[config.mk]
export PLATFORM = sky130hd
export DESIGN_NAME = video_palout_flat
export DESIGN_NICKNAME = d
export VERILOG_FILES = /design/src/rtl/video_palout_if.sv /design/src/rtl/video_palout.sv /design/src/flat_wrapper.sv
export SDC_FILE = /design/constraint.sdc
export NUM_CORES = 1
export LEC_CHECK = 0
export ABC_AREA = 1
export CORE_MARGIN = 4
export CORE_UTILIZATION = 55
export DETAILED_ROUTE_END_ITERATION = 10
export HOLD_SLACK_MARGIN = 0.06
export PLACE_DENSITY = 0.75
export SLEW_MARGIN = 30
export SYNTH_ARGS = -nofsm -noshare
export SYNTH_HDL_FRONTEND = slang
export SYNTH_SLANG_ARGS = --single-unit
[constraint.sdc]
create_clock -name clk -period 3.4 [get_ports clk]
set_input_delay 0.51 -clock clk [delete_from_list [all_inputs] [get_ports clk]]
set_output_delay 0.51 -clock clk [all_outputs]
set_load 0.02 [all_outputs]
[src/rtl/video_palout_if.sv]
// Signal bundle between the renderer / palette writer and the video output stage.
// The master side drives colour, timing and palette-write signals; the slave side drives the pins.
interface video_palout_if;
  logic [3:0] zxcolor;
  logic [3:0] zxborder;
  logic       hpix;
  logic       vpix;
  logic       hblank;
  logic       vblank;
  logic       hsync;
  logic       vsync;
  logic       pal_en;
  logic       atm_palwr;
  logic [5:0] atm_paldata;
  logic [1:0] vred;
  logic [1:0] vgrn;
  logic [1:0] vblu;
  logic       vhsync;
  logic       vvsync;
  logic       vcsync;

  modport master (
    output zxcolor, zxborder, hpix, vpix, hblank, vblank, hsync, vsync,
           pal_en, atm_palwr, atm_paldata,
    input  vred, vgrn, vblu, vhsync, vvsync, vcsync
  );

  modport slave (
    input  zxcolor, zxborder, hpix, vpix, hblank, vblank, hsync, vsync,
           pal_en, atm_palwr, atm_paldata,
    output vred, vgrn, vblu, vhsync, vvsync, vcsync
  );
endinterface

[src/rtl/video_palout.sv]
// Final video output stage: pixel/border select, ATM palette or fixed ZX colour mapping,
// blanking and composite sync, with colour and sync pins sharing a fixed 2-clock latency.
module video_palout #(
  parameter int SYNC_POL = 0
) (
  input logic           clk,
  input logic           rst,
  video_palout_if.slave vif
);

  localparam logic SYNC_INV = (SYNC_POL == 0);

  // Fixed ZX mapping, packed {G, R, B} like a palette entry; bright adds the low bit.
  function automatic logic [5:0] default_rgb(input logic [3:0] idx);
    return {idx[2], idx[2] & idx[3],
            idx[1], idx[1] & idx[3],
            idx[0], idx[0] & idx[3]};
  endfunction

  logic [5:0] pal [16];

  logic [3:0] s1_idx;
  logic       s1_blk;
  logic       s1_hs;
  logic       s1_vs;
  logic       s1_cs;

  logic [5:0] rgb_next;

  // Palette lives in flops so reset can restore every entry in a single clock.
  always_ff @(posedge clk) begin
    if (rst) begin
      for (int i = 0; i < 16; i++) begin
        pal[i] <= default_rgb(4'(i));
      end
    end else if (vif.atm_palwr) begin
      pal[vif.zxborder] <= vif.atm_paldata;
    end
  end

  always_ff @(posedge clk) begin
    if (rst) begin
      s1_idx <= '0;
      s1_blk <= 1'b0;
      s1_hs  <= 1'b0;
      s1_vs  <= 1'b0;
      s1_cs  <= 1'b0;
    end else begin
      s1_idx <= (vif.hpix && vif.vpix) ? vif.zxcolor : vif.zxborder;
      s1_blk <= vif.hblank | vif.vblank;
      s1_hs  <= vif.hsync;
      s1_vs  <= vif.vsync;
      s1_cs  <= vif.vsync ? ~vif.hsync : vif.hsync;
    end
  end

  // The palette is read before any same-edge write lands, so a colliding write shows up one clock later.
  always_comb begin
    rgb_next = '0;
    if (!s1_blk) begin
      rgb_next = vif.pal_en ? pal[s1_idx] : default_rgb(s1_idx);
    end
  end

  always_ff @(posedge clk) begin
    if (rst) begin
      vif.vred   <= '0;
      vif.vgrn   <= '0;
      vif.vblu   <= '0;
      vif.vhsync <= SYNC_INV;
      vif.vvsync <= SYNC_INV;
      vif.vcsync <= SYNC_INV;
    end else begin
      vif.vgrn   <= rgb_next[5:4];
      vif.vred   <= rgb_next[3:2];
      vif.vblu   <= rgb_next[1:0];
      vif.vhsync <= s1_hs ^ SYNC_INV;
      vif.vvsync <= s1_vs ^ SYNC_INV;
      vif.vcsync <= s1_cs ^ SYNC_INV;
    end
  end

endmodule

[src/flat_wrapper.sv]
// flat-port wrapper written by rule: the top's interface ports become plain ports
module video_palout_flat 
#(
  parameter int SYNC_POL = 0
)
  (clk, rst, vif_zxcolor, vif_zxborder, vif_hpix, vif_vpix, vif_hblank, vif_vblank, vif_hsync, vif_vsync, vif_pal_en, vif_atm_palwr, vif_atm_paldata, vif_vred, vif_vgrn, vif_vblu, vif_vhsync, vif_vvsync, vif_vcsync);
  video_palout_if vif_i ();
  input logic clk;
  input logic rst;
  input wire logic [$bits(vif_i.zxcolor)-1:0] vif_zxcolor;
  input wire logic [$bits(vif_i.zxborder)-1:0] vif_zxborder;
  input wire logic [$bits(vif_i.hpix)-1:0] vif_hpix;
  input wire logic [$bits(vif_i.vpix)-1:0] vif_vpix;
  input wire logic [$bits(vif_i.hblank)-1:0] vif_hblank;
  input wire logic [$bits(vif_i.vblank)-1:0] vif_vblank;
  input wire logic [$bits(vif_i.hsync)-1:0] vif_hsync;
  input wire logic [$bits(vif_i.vsync)-1:0] vif_vsync;
  input wire logic [$bits(vif_i.pal_en)-1:0] vif_pal_en;
  input wire logic [$bits(vif_i.atm_palwr)-1:0] vif_atm_palwr;
  input wire logic [$bits(vif_i.atm_paldata)-1:0] vif_atm_paldata;
  output wire logic [$bits(vif_i.vred)-1:0] vif_vred;
  output wire logic [$bits(vif_i.vgrn)-1:0] vif_vgrn;
  output wire logic [$bits(vif_i.vblu)-1:0] vif_vblu;
  output wire logic [$bits(vif_i.vhsync)-1:0] vif_vhsync;
  output wire logic [$bits(vif_i.vvsync)-1:0] vif_vvsync;
  output wire logic [$bits(vif_i.vcsync)-1:0] vif_vcsync;
  assign vif_i.zxcolor = vif_zxcolor;
  assign vif_i.zxborder = vif_zxborder;
  assign vif_i.hpix = vif_hpix;
  assign vif_i.vpix = vif_vpix;
  assign vif_i.hblank = vif_hblank;
  assign vif_i.vblank = vif_vblank;
  assign vif_i.hsync = vif_hsync;
  assign vif_i.vsync = vif_vsync;
  assign vif_i.pal_en = vif_pal_en;
  assign vif_i.atm_palwr = vif_atm_palwr;
  assign vif_i.atm_paldata = vif_atm_paldata;
  assign vif_vred = vif_i.vred;
  assign vif_vgrn = vif_i.vgrn;
  assign vif_vblu = vif_i.vblu;
  assign vif_vhsync = vif_i.vhsync;
  assign vif_vvsync = vif_i.vvsync;
  assign vif_vcsync = vif_i.vcsync;
  video_palout #(.SYNC_POL(SYNC_POL)) u_core (.clk(clk), .rst(rst), .vif(vif_i));
endmodule
==> impl_metrics.csv <==
group,metric,value,unit
logic_synthesis,synth.yosys.seq_area_share,62.07,%
logic_synthesis,ys_seq_elements,113,
route,wirelength,12610,µm
route,num_vias,4008,
global_routing,wire_length_of_the_first_global_routing_pass,19840,µm
floorplanning,die-width,105.2,µm
route,via_count_normalized_by_instance_count,5.505,
clock_tree,tritoncts,"built",
setup_path,critical_path_class,"in2reg",
floorplanning,count_of_boundary_i_o_pins,33,
place,post-dp-hpwl,8071,µm
global_routing,grt_max_degree,47,
logic_synthesis,number_of_distinct_library_cells_after_synthesis,20,
logic_synthesis,post_synthesis_area_per_instance,9.015,µm²
power,post-layout-total-power,3.671,mW
route,drc,0,
power,cellLeakagePower,2.513,nW
floorplanning,placeableCoreArea,0.009196,mm²
logic_synthesis,postSynthCellCount,576,
logic_synthesis,synthesis.nets,600,
setup_path,timing.critical_path.from_type,"input pin",
floorplanning,num_rows,35,
hold_path,hold_start,"u_core.s1_hs",
timing,timing.slew.headroom,41.32,%
setup_path,slowest_stage,"sky130_fd_sc_hd__o21ai_0",
layout,final_cell_mix,"159 x sky130_fd_sc_hd__nand2_1, 96 x sky130_fd_sc_hd__edfxtp_1, 95 x sky130_fd_sc_hd__nor2_1",
floorplanning,initial_standard_cell_utilization_of_the_core,56.46,%
setup_path,r2r_slack,1.40,ns
route,drt_pre_antenna_iters,5,
setup_path,cpPeakStageDelay,0.64,ns
clock_tree,ctsHtreeMaxLevel,4,
logic_synthesis,yosysTopAreaCell,"sky130_fd_sc_hd__edfxtp_1",
timing,skew,0.006549,ns
clock_tree,root_buffer_selected_by_cts,"sky130_fd_sc_hd__clkbuf_8",
floorplanning,chipHeight,105.2,µm
hold_path,holdPathEnd,"u_core.vif.vhsync",
logic_synthesis,netlist.area_leader.share,55.52,%
setup_path,timing.rr.end,"u_core.vif.vgrn[1]",
clock_tree,clk_transition_reported_paths,0.05,ns
logic_synthesis,post_synthesis_instance_area,0.005192,mm²
timing,fmaxAchievable,495.8,MHz
timing,finalCritPeriodShare,59.33,%
power,power.density_cell_area,600.6,mW/mm²
setup_path,worst-r2r-cell-count,7,
timing,sum_of_negative_setup_slack,0,ns
clock_tree,post-cts-setup-buffer-count,0,
global_routing,number_of_global_route_vias_before_repair,3828,
global_routing,grt_usage,24.19,%
hold_path,worstHoldPathType,"reg2reg",
layout,areaGrowthSynthToFinish,17.71,%
job,max_cap_violations,0,
outcome,status,"finished, final reports clean",
layout,utilization,66.46,%
layout,post_route_cells_drive_above_1_share,7.293,%
global_routing,gr-total-overflow,0,
logic_synthesis,netlist_top_cells_area,"sky130_fd_sc_hd__edfxtp_1 56%, sky130_fd_sc_hd__nand2_1 11%, sky130_fd_sc_hd__nor2_1 6.9%, sky130_fd_sc_hd__dfxtp_1 6.6%, sky130_fd_sc_hd__nand3_1 5.9%",
layout,mostFrequentLayoutCell,"sky130_fd_sc_hd__nand2_1",
global_routing,antenna_found_initial,0,
clock_tree,clkLatencyLatePin,0.52,ns
layout,final_antenna_diode_count,0,
clock_tree,cts-hold-fix-buffers,0,
floorplanning,die_area,0.01106,mm²
timing,timing.hold.ws,0.3696,ns
route,wl_per_cell,17.31,µm
place,portBuffers,32,
timing,rsz_0062_raised_after_global_routing,"no",
timing,timing_hold_violations_final,0,
timing,final.min_clock_period,2.017,ns
clock_tree,ctsLongestPathBuffers,2,
hold_path,worst_hold_path.num_cells,1,
setup_path,timing.critical_path.required,3.55,ns
place,place.gp.congestion,0.8256,
setup_path,crit_path_end_kind,"flop",
setup_path,rr_startpoint,"u_core.s1_idx[0]",
clock_tree,numCtsBuffers,17,
timing,final_setup_vio_count,0,
layout,num-nets-final,628,
setup_path,worst-endpoint-arrival,2.17,ns
timing,finalMaxSlewViolations,0,
clock_tree,cts_repair_resize_count,0,
setup_path,cp_cell_sequence,"clkdlybuf4s50_1 -> inv_1 -> nor3_1 -> inv_2 -> o21ai_0",
route,first_iter_violations,422,
setup_path,critical_path.max_fanout,6,
route,postRouteAntennaNets,0,
logic_synthesis,synth-warning-count,0,
clock_tree,numClockSinks,113,
timing,timing_worst_slew_pin_value,0.8793,ns
power,worst_ir_drop_vdd,0.2846,mV
worst max-delay path, delay by kind of cell:
kind,cells,cell delay [ns]
and+or+nand+nor,1,0.25
buffers and inverters,3,0.76
AOI/OAI and AO/OA,1,0.64
state kept, by name (all words and copies together), names as in the netlist:
name,cells
u_core.s1_blk,1
u_core.vif.vvsync,1
u_core.vif.vred,2
u_core.vif.vcsync,1
u_core.vif.vgrn,2
u_core.s1_vs,1
u_core.pal,96
u_core.s1_hs,1
u_core.s1_cs,1
u_core.vif.vblu,2
u_core.s1_idx,4
u_core.vif.vhsync,1
through the flow:
step           cells  area (µm²)  worst slack, ns
2_1_floorplan    576        5192            1.576
3_3_place_gp     696        5525           0.9010
3_5_place_dp     696        5525           0.8422
4_1_cts          728        6112            1.375
5_1_grt          728        6112            1.197
6_report         728        6112            1.383
cell usage after synthesis:
master,number
sky130_fd_sc_hd__inv_2,3
sky130_fd_sc_hd__inv_6,1
sky130_fd_sc_hd__nand4_1,2
sky130_fd_sc_hd__nor2_4,3
sky130_fd_sc_hd__o21ai_0,17
sky130_fd_sc_hd__buf_4,2
sky130_fd_sc_hd__nor2_2,3
sky130_fd_sc_hd__dfxtp_1,17
sky130_fd_sc_hd__clkbuf_1,11
sky130_fd_sc_hd__nand2_1,159
sky130_fd_sc_hd__edfxtp_1,96
sky130_fd_sc_hd__nor2_1,95
sky130_fd_sc_hd__nand3_1,61
sky130_fd_sc_hd__inv_1,73
sky130_fd_sc_hd__or2_2,1
sky130_fd_sc_hd__buf_2,9
sky130_fd_sc_hd__a21oi_1,11
sky130_fd_sc_hd__buf_6,5
sky130_fd_sc_hd__o211ai_1,5
sky130_fd_sc_hd__nor3_1,2
area by class of cell:
cell class | count | area, µm²
Clock inverter | 11 | 137.6
Fill cell | 703 | 3084
Timing Repair Buffer | 36 | 350.3
Clock buffer | 21 | 449.2
Inverter | 77 | 294.0
Sequential cell | 113 | 3224
Tap cell | 111 | 138.9
Multi-Input combinational cell | 359 | 1518
routing by layer:
metal / up-vias / routed length [µm] / GRT usage [%] / part of all wire [%]
li1: 1899 / - / - / -
met1: 1848 / 4898 / 30.51 / 39
met5: - / 0 / 0 / 0
met2: 227 / 6053 / 39.73 / 48
met3: 34 / 1261 / 6.238 / 10
met4: 0 / 392 / 10.03 / 3.1
power by group:
group	leakage (nW)	switching, mW	total (mW)	internal, mW
registers	1.07	0.0351	1.62	1.58
clock network	0.285	0.603	1.75	1.15
logic	1.15	0.207	0.305	0.0978
total	2.51	0.845	3.67	2.83
cells by family after synthesis:
family                 after synthesis  synth area share (%)
buffers and inverters              104                 8.699
AND/OR/NAND/NOR                    326                 25.81
flip-flops                         113                 62.07
AO/OA/AOI/OAI                       33                 3.422
how the worst max path moves through the flow:
| stage | end | depth (start not counted) | startpoint | slack (ns) |
|---|---|---|---|---|
| 3_5_place_dp | u_core.pal[15][5] | 6 | rst | 0.84 |
| 3_3_place_gp | u_core.pal[15][0] | 6 | rst | 0.90 |
| 4_1_cts | u_core.pal[15][4] | 6 | rst | 1.38 |
| 5_1_grt | u_core.pal[15][4] | 6 | rst | 1.20 |
| 6_report | u_core.pal[15][4] | 5 | vif_zxborder[1] | 1.38 |
| 2_1_floorplan | u_core.pal[15][0] | 5 | rst | 1.58 |
Note: power is estimated with default switching activity, not from simulation.
